**config.mk**
```make
export PLATFORM = sky130hd
export DESIGN_NAME = counter_nbit_flat
export DESIGN_NICKNAME = d
export VERILOG_FILES = /design/src/rtl/counter_pkg.sv /design/src/rtl/counter_nbit_if.sv /design/src/rtl/counter_prescaler.sv /design/src/rtl/counter_nbit.sv /design/src/flat_wrapper.sv
export SDC_FILE = /design/constraint.sdc
export NUM_CORES = 1
export LEC_CHECK = 0
export CORE_ASPECT_RATIO = 0.5
export CORE_MARGIN = 2
export CORE_UTILIZATION = 45
export DETAILED_ROUTE_END_ITERATION = 12
export GPL_TIMING_DRIVEN = 1
export PLACE_DENSITY = 0.83
export RECOVER_POWER = 100
export SETUP_SLACK_MARGIN = 0.05
export SYNTH_ARGS = -nofsm -noshare
export SYNTH_HDL_FRONTEND = slang
export SYNTH_HIERARCHICAL = 1
export SYNTH_SLANG_ARGS = --single-unit
```
**constraint.sdc**
```tcl
create_clock -name clk -period 1.9 [get_ports clk]
set_input_delay 0.38 -clock clk [delete_from_list [all_inputs] [get_ports clk]]
set_output_delay 0.38 -clock clk [all_outputs]
set_load 0.02 [all_outputs]
```
**src/rtl/counter_pkg.sv**
```systemverilog
// counter_pkg: direction/boundary-mode constants and a clog2 helper shared by the counter files.
package counter_pkg;
    localparam logic DIR_DOWN  = 1'b0;
    localparam logic DIR_UP    = 1'b1;
    localparam logic MODE_WRAP = 1'b0;
    localparam logic MODE_SAT  = 1'b1;

    function automatic int clog2(input int v);
        int r;
        r = 0;
        while ((64'd1 << r) < 64'(v)) r++;
        return r;
    endfunction
endpackage

```
**src/rtl/counter_nbit_if.sv**
```systemverilog
// counter_nbit_if: control and status bundle of counter_nbit.
//   master drives en/up/sat/clear/load/load_val/ovf_clr and observes count/tc/ovf/unf;
//   slave (the counter) is the mirror image.
interface counter_nbit_if #(parameter int WIDTH = 8);
    logic             en;
    logic             up;
    logic             sat;
    logic             clear;
    logic             load;
    logic [WIDTH-1:0] load_val;
    logic             ovf_clr;
    logic [WIDTH-1:0] count;
    logic             tc;
    logic             ovf;
    logic             unf;

    modport master (output en, up, sat, clear, load, load_val, ovf_clr,
                    input  count, tc, ovf, unf);
    modport slave  (input  en, up, sat, clear, load, load_val, ovf_clr,
                    output count, tc, ovf, unf);
endinterface

```
**src/rtl/counter_prescaler.sv**
```systemverilog
// counter_prescaler: divides enabled clock edges by PRESCALE.
//   clk, reset (async active-low), en (advance phase), restart (phase back to 0),
//   tick (high on the enabled edge that completes a PRESCALE-edge period).
module counter_prescaler
    import counter_pkg::*;
#(
    parameter int PRESCALE = 1
) (
    input  logic clk,
    input  logic reset,
    input  logic en,
    input  logic restart,
    output logic tick
);
    localparam int PW = (clog2(PRESCALE) < 1) ? 1 : clog2(PRESCALE);
    localparam logic [PW-1:0] LAST = PW'(PRESCALE - 1);

    logic [PW-1:0] phase;

    assign tick = en && (phase == LAST);

    always_ff @(posedge clk or negedge reset)
        if (!reset)
            phase <= '0;
        else if (restart)
            phase <= '0;
        else if (en)
            phase <= tick ? '0 : phase + 1'b1;
endmodule

```
**src/rtl/counter_nbit.sv**
```systemverilog
// counter_nbit: up/down counter over 0..MAX_VAL with prescaler, wrap/saturate and sticky flags.
//   clk, reset (async active-low), bus (counter_nbit_if.slave: controls in, count/tc/ovf/unf out).
module counter_nbit
    import counter_pkg::*;
#(
    parameter int     WIDTH    = 8,
    parameter longint MAX_VAL  = (longint'(1) << WIDTH) - 1,
    parameter int     PRESCALE = 1
) (
    input  logic               clk,
    input  logic               reset,
    counter_nbit_if.slave      bus
);
    if (WIDTH < 2 || WIDTH > 32) begin : g_bad_width
        $error("counter_nbit: WIDTH must be 2..32");
    end
    if (MAX_VAL < 0 || MAX_VAL >= (longint'(1) << WIDTH)) begin : g_bad_max
        $error("counter_nbit: MAX_VAL must lie in 0..2**WIDTH-1");
    end
    if (PRESCALE < 1 || PRESCALE > 256) begin : g_bad_prescale
        $error("counter_nbit: PRESCALE must be 1..256");
    end

    localparam logic [WIDTH-1:0] MAX = WIDTH'(MAX_VAL);

    logic             tick;
    logic             restart;
    logic             step;
    logic             at_max;
    logic             at_zero;
    logic             ovf_hit;
    logic             unf_hit;
    logic [WIDTH-1:0] load_sat;
    logic [WIDTH-1:0] up_val;
    logic [WIDTH-1:0] dn_val;
    logic [WIDTH-1:0] count_d;
    logic [WIDTH-1:0] count_q;
    logic             tc_q;
    logic             ovf_q;
    logic             unf_q;

    // clear and load both realign the prescaler so the next step is a full period away
    assign restart = bus.clear | bus.load;

    counter_prescaler #(.PRESCALE(PRESCALE)) u_pre (
        .clk     (clk),
        .reset   (reset),
        .en      (bus.en),
        .restart (restart),
        .tick    (tick)
    );

    // boundary cases are selected before any +1/-1 result can be used, so count never leaves 0..MAX
    always_comb begin
        at_max   = count_q == MAX;
        at_zero  = count_q == '0;
        step     = tick & ~restart;
        ovf_hit  = step & (bus.up == DIR_UP) & at_max;
        unf_hit  = step & (bus.up == DIR_DOWN) & at_zero;
        load_sat = (bus.load_val > MAX) ? MAX : bus.load_val;
        up_val   = at_max ? ((bus.sat == MODE_SAT) ? MAX : '0) : count_q + 1'b1;
        dn_val   = at_zero ? ((bus.sat == MODE_SAT) ? '0 : MAX) : count_q - 1'b1;
        count_d  = bus.clear ? '0 :
                   bus.load  ? load_sat :
                   step      ? ((bus.up == DIR_UP) ? up_val : dn_val) :
                               count_q;
    end

    // a boundary event on the same edge as ovf_clr keeps its flag set
    always_ff @(posedge clk or negedge reset)
        if (!reset) begin
            count_q <= '0;
            tc_q    <= 1'b0;
            ovf_q   <= 1'b0;
            unf_q   <= 1'b0;
        end else begin
            count_q <= count_d;
            tc_q    <= ovf_hit | unf_hit;
            ovf_q   <= ovf_hit | (ovf_q & ~bus.ovf_clr);
            unf_q   <= unf_hit | (unf_q & ~bus.ovf_clr);
        end

    assign bus.count = count_q;
    assign bus.tc    = tc_q;
    assign bus.ovf   = ovf_q;
    assign bus.unf   = unf_q;
endmodule

```
**src/flat_wrapper.sv**
```systemverilog
// flat-port wrapper written by rule: the top's interface ports become plain ports
module counter_nbit_flat import counter_pkg::*;
#(
    parameter int     WIDTH    = 8,
    parameter longint MAX_VAL  = (longint'(1) << WIDTH) - 1,
    parameter int     PRESCALE = 1
)
  (clk, reset, bus_en, bus_up, bus_sat, bus_clear, bus_load, bus_load_val, bus_ovf_clr, bus_count, bus_tc, bus_ovf, bus_unf);
  counter_nbit_if #(.WIDTH(WIDTH)) bus_i ();
  input  logic clk;
  input  logic reset;
  input wire logic [$bits(bus_i.en)-1:0] bus_en;
  input wire logic [$bits(bus_i.up)-1:0] bus_up;
  input wire logic [$bits(bus_i.sat)-1:0] bus_sat;
  input wire logic [$bits(bus_i.clear)-1:0] bus_clear;
  input wire logic [$bits(bus_i.load)-1:0] bus_load;
  input wire logic [$bits(bus_i.load_val)-1:0] bus_load_val;
  input wire logic [$bits(bus_i.ovf_clr)-1:0] bus_ovf_clr;
  output wire logic [$bits(bus_i.count)-1:0] bus_count;
  output wire logic [$bits(bus_i.tc)-1:0] bus_tc;
  output wire logic [$bits(bus_i.ovf)-1:0] bus_ovf;
  output wire logic [$bits(bus_i.unf)-1:0] bus_unf;
  assign bus_i.en = bus_en;
  assign bus_i.up = bus_up;
  assign bus_i.sat = bus_sat;
  assign bus_i.clear = bus_clear;
  assign bus_i.load = bus_load;
  assign bus_i.load_val = bus_load_val;
  assign bus_i.ovf_clr = bus_ovf_clr;
  assign bus_count = bus_i.count;
  assign bus_tc = bus_i.tc;
  assign bus_ovf = bus_i.ovf;
  assign bus_unf = bus_i.unf;
  counter_nbit #(.WIDTH(WIDTH), .MAX_VAL(MAX_VAL), .PRESCALE(PRESCALE)) u_core (.clk(clk), .reset(reset), .bus(bus_i));
endmodule
```
==> reports/results.tsv <==
stage	metric	value	unit
run_status	result of the run	finished with violations	
run_status	failing checks	setup timing	
worst_setup_path	CP startpoint kind	register	
die	die footprint	3100	um^2
sta	Fmax	0.5262	GHz
grt	Total GRT Usage	26.97	%
power_and_ir_drop	P per Cell Area	596.1	nW/um^2
grt	grt ovf	0	
grt	largest net degree at the start of global routing	19	
cts	CTS Root Cell	clkbuf_8	
worst_setup_path	type of the worst setup path	reg2reg	
sta	max_slew headroom	56.72	%
placement	port bufs	26	
sta	clock skew	0.009418	ns
cts	total CTS buffers	3	
sta	Final Hold Fails	0	
die	die height	40.38	um
worst_setup_path	crit-path max FO	9	
yosys	Netlist cell types	51	
yosys	Synth Register Bits	12	
yosys	post-synth net total	163	
detailed_routing	antenna-violating nets left	0	
detailed_routing	vias per cell	6.172	
die	chip width	76.76	um
power_and_ir_drop	combinational power share	46.0	%
placement	placed inst area	1655	um^2
cts	CTS tree	built	
power_and_ir_drop	Clk pwr share	27.1	%
power_and_ir_drop	Peak supply drop	0.0003705	V
sta	Final Setup Violations	1	
finish	total of fill cells in the finished design	175	
yosys	cells after synthesis	144	
sta	worst-margin pin slew	0.6471	ns
sta	Worst Setup Slack, final	-0.0005524	ns
yosys	main combinational cell family by area after synthesis	compound AO/OA/AOI/OAI gates	
power_and_ir_drop	Seq pwr share	27.0	%
yosys	top_reg_cell synth	dfrtp_1	
grt	first-pass GRT wire length	6161	um
grt	initial antenna violation count	0	
yosys	largest cells by area after synthesis	dfrtp_1 (25%), a21oi_1 (5.0%), mux2i_1 (4.2%)	
power_and_ir_drop	switching power	395.1	uW
yosys	Netlist Area Pre-Place	1191	um^2
yosys	Synth Warn #	6	
cts	# H-tree levels	1	
yosys	adder-cell area share of the yosys netlist	3.151	%
sta	fin crit share	100.0	%
yosys	average cell area after synthesis	8.272	um^2
detailed_routing	final WL	4736	um
worst_setup_path	Worst Setup End Kind	register	
worst_setup_path	WP data required	2.01	ns
power_and_ir_drop	Power Internal	691.6	uW
yosys	xor/xnor share of the synthesized area	4.412	%
yosys	asr flop ratio synth	100.0	%
job	max-cap violation count	0	
yosys	post-synthesis simple-gate area fraction	24.05	%
yosys	register area share after synthesis	25.21	%
finish	NumNets Final	221	
sta	Final min period	1.901	ns
detailed_routing	Detailed Route Iter0 Violations	322	
cts	CTS max path bufs	2	
finish	Design Area, Final	1823	um^2
power_and_ir_drop	switching share of power	36.36	%
placement	pre-CTS WS	-0.3271	ns
detailed_routing	# DRC	0	
sta	pins over their slew limit	0	
yosys	top cells by instance count after synthesis	a21oi_1 (12), dfrtp_1 (12), inv_1 (11), nor2_1 (11), nand2_1 (8)	
sta	RSZ-0062 raised after global routing	true	
cts	clk slew on worst S/H paths	0.06	ns
detailed_routing	via count	1469	
finish	layout cell share with drive strength beyond 1	36.82	%
die	Rows	13	
yosys	post-synthesis mux area share	4.202	%
grt	vias in the first global route	1255	
cts	CTS Hold Buffers Added	0	
placement	gp weighted congestion	0.9559	
placement	DP HPWL	2962	um
cts	CTS sink cnt	12	
worst_setup_path	arrival time of the worst setup path	2.01	ns
yosys	top cell type's share of synthesized area	25.21	%
detailed_routing	Avg WL per Cell	19.90	um
hold_path	worst hold path class	reg2reg	
finish	Layout area overhead	53.05	%
power_and_ir_drop	Leakage	0.0007484	uW
yosys	Synth Area in Compound Gates	26.79	%
die	Initial Utilization	46.64	%
die	I/O pin total	27	
cts	Skew-Pair Late Insertion Delay	0.25	ns
yosys	Post-synth EDFFs	0	
die	Placeable Area	2554	um^2
finish	antenna cells	0	
yosys	area leader, netlist	dfrtp_1	
detailed_routing	DRT Pass-1 Iters	5	
[area by class of cell]
cell class / count / area [um^2] / area share, %
Multi-Input combinational cell: 109 / 833.3 / 45.71
Timing Repair Buffer: 65 / 541.8 / 29.72
Sequential cell: 12 / 305.3 / 16.75
Clock buffer: 4 / 55.05 / 3.020
Tap cell: 37 / 46.29 / 2.539
Inverter: 11 / 41.29 / 2.265
[state kept, by name, indices dropped and copies added (netlist names)]
| name | count |
|---|---|
| u_core/bus.count | 8 |
| u_core/bus.ovf | 1 |
| u_core/bus.tc | 1 |
| u_core/bus.unf | 1 |
| u_core/u_pre/phase | 1 |
[power groups by stage]
stage | clock network [uW] | registers [uW] | logic (uW)
3_3_place_gp | 0 | 296 | 409
4_1_cts | 297 | 292 | 431
5_1_grt | 308 | 294 | 527
2_1_floorplan | 0 | 315 | 217
6_report | 294 | 293 | 500
3_5_place_dp | 0 | 296 | 414
[worst paths after layout]
path                                          start  slack (ns)  depth (start not counted)                   to
worst max-delay path            u_core/bus.count[0]     -0.0006                          6  u_core/bus.count[7]
worst min-delay path             u_core/u_pre/phase        0.53                          1   u_core/u_pre/phase
worst max register to register  u_core/bus.count[0]     -0.0006                          6  u_core/bus.count[7]
worst min register to register   u_core/u_pre/phase        0.53                          1   u_core/u_pre/phase
max in group asynchronous                     reset        0.84                          1  u_core/bus.count[5]
min in group asynchronous                     reset        0.59                          1  u_core/bus.count[6]
[placed cells by master (no fill, tap or decap), drive strengths merged, types with 3 or more instances in the layout]
master and instances:
or2 3, mux2i 5, dlygate4sd3 4, o31ai 3
nor4 3, a21oi 13, buf 39, a2111oi 3
clkdlybuf4s50 19, nor3 7, ha 3, a31oi 4
nor3b 3, inv 11, xnor2 4, dfrtp 12
nand2 9, clkbuf 7, nor2 11, nand3 6
o21ai 7
[cell families (layout without fill, tap and decap cells)]
logic type               count (synthesis)  after routing
AO/OA/AOI/OAI                           45             45
adder cells (fa/ha/maj)                  3              3
flip-flops                              12             12
buffers and inverters                   23             80
XOR/XNOR                                 6              6
multiplexers                             5              5
AND/OR/NAND/NOR                         50             50
[worst max-delay path, stage by stage (launching register included)]
cell and delay, ns:
dfrtp_2 0.42, buf_4 0.18, or3b_2 0.50, a211oi_4 0.29, a2111oi_4 0.08, a21oi_2 0.19
o22ai_1 0.10
[per-stage QoR]
step | instances | setup TNS, ns | power, uW | hold WS (ns) | util, %
floorplan | 144 | 0 | 532.5 | 0.08441 | -
global placement | 228 | -0.2705 | 705.2 | 0.5022 | 64.82
detailed placement | 228 | -0.5249 | 710.5 | 0.5206 | 64.82
CTS | 232 | 0 | 1020 | 0.5369 | 67.96
global route | 238 | -0.1092 | 1129 | 0.5594 | 71.39
finish | 238 | -0.0005524 | 1087 | 0.5337 | 71.39
[per-layer routing]
layer | GRT usage, % | share of wire [%] | vias up | routed length [um]
met1 | 33.64 | 41 | 679 | 1951
met2 | 43.64 | 43 | 120 | 2014
met5 | 0 | 0 | - | 0
li1 | - | - | 642 | -
met4 | 10.91 | 4.2 | 0 | 201
met3 | 10.14 | 12 | 28 | 568
[timing repair]
item	in CTS	in global routing
setup endpoints to repair	5	9
endpoints found under the hold margin	0	0
gates resized for setup	7	17
pin swaps	2	14
setup buffers	0	6
Note: power is estimated with default switching activity, not from simulation.
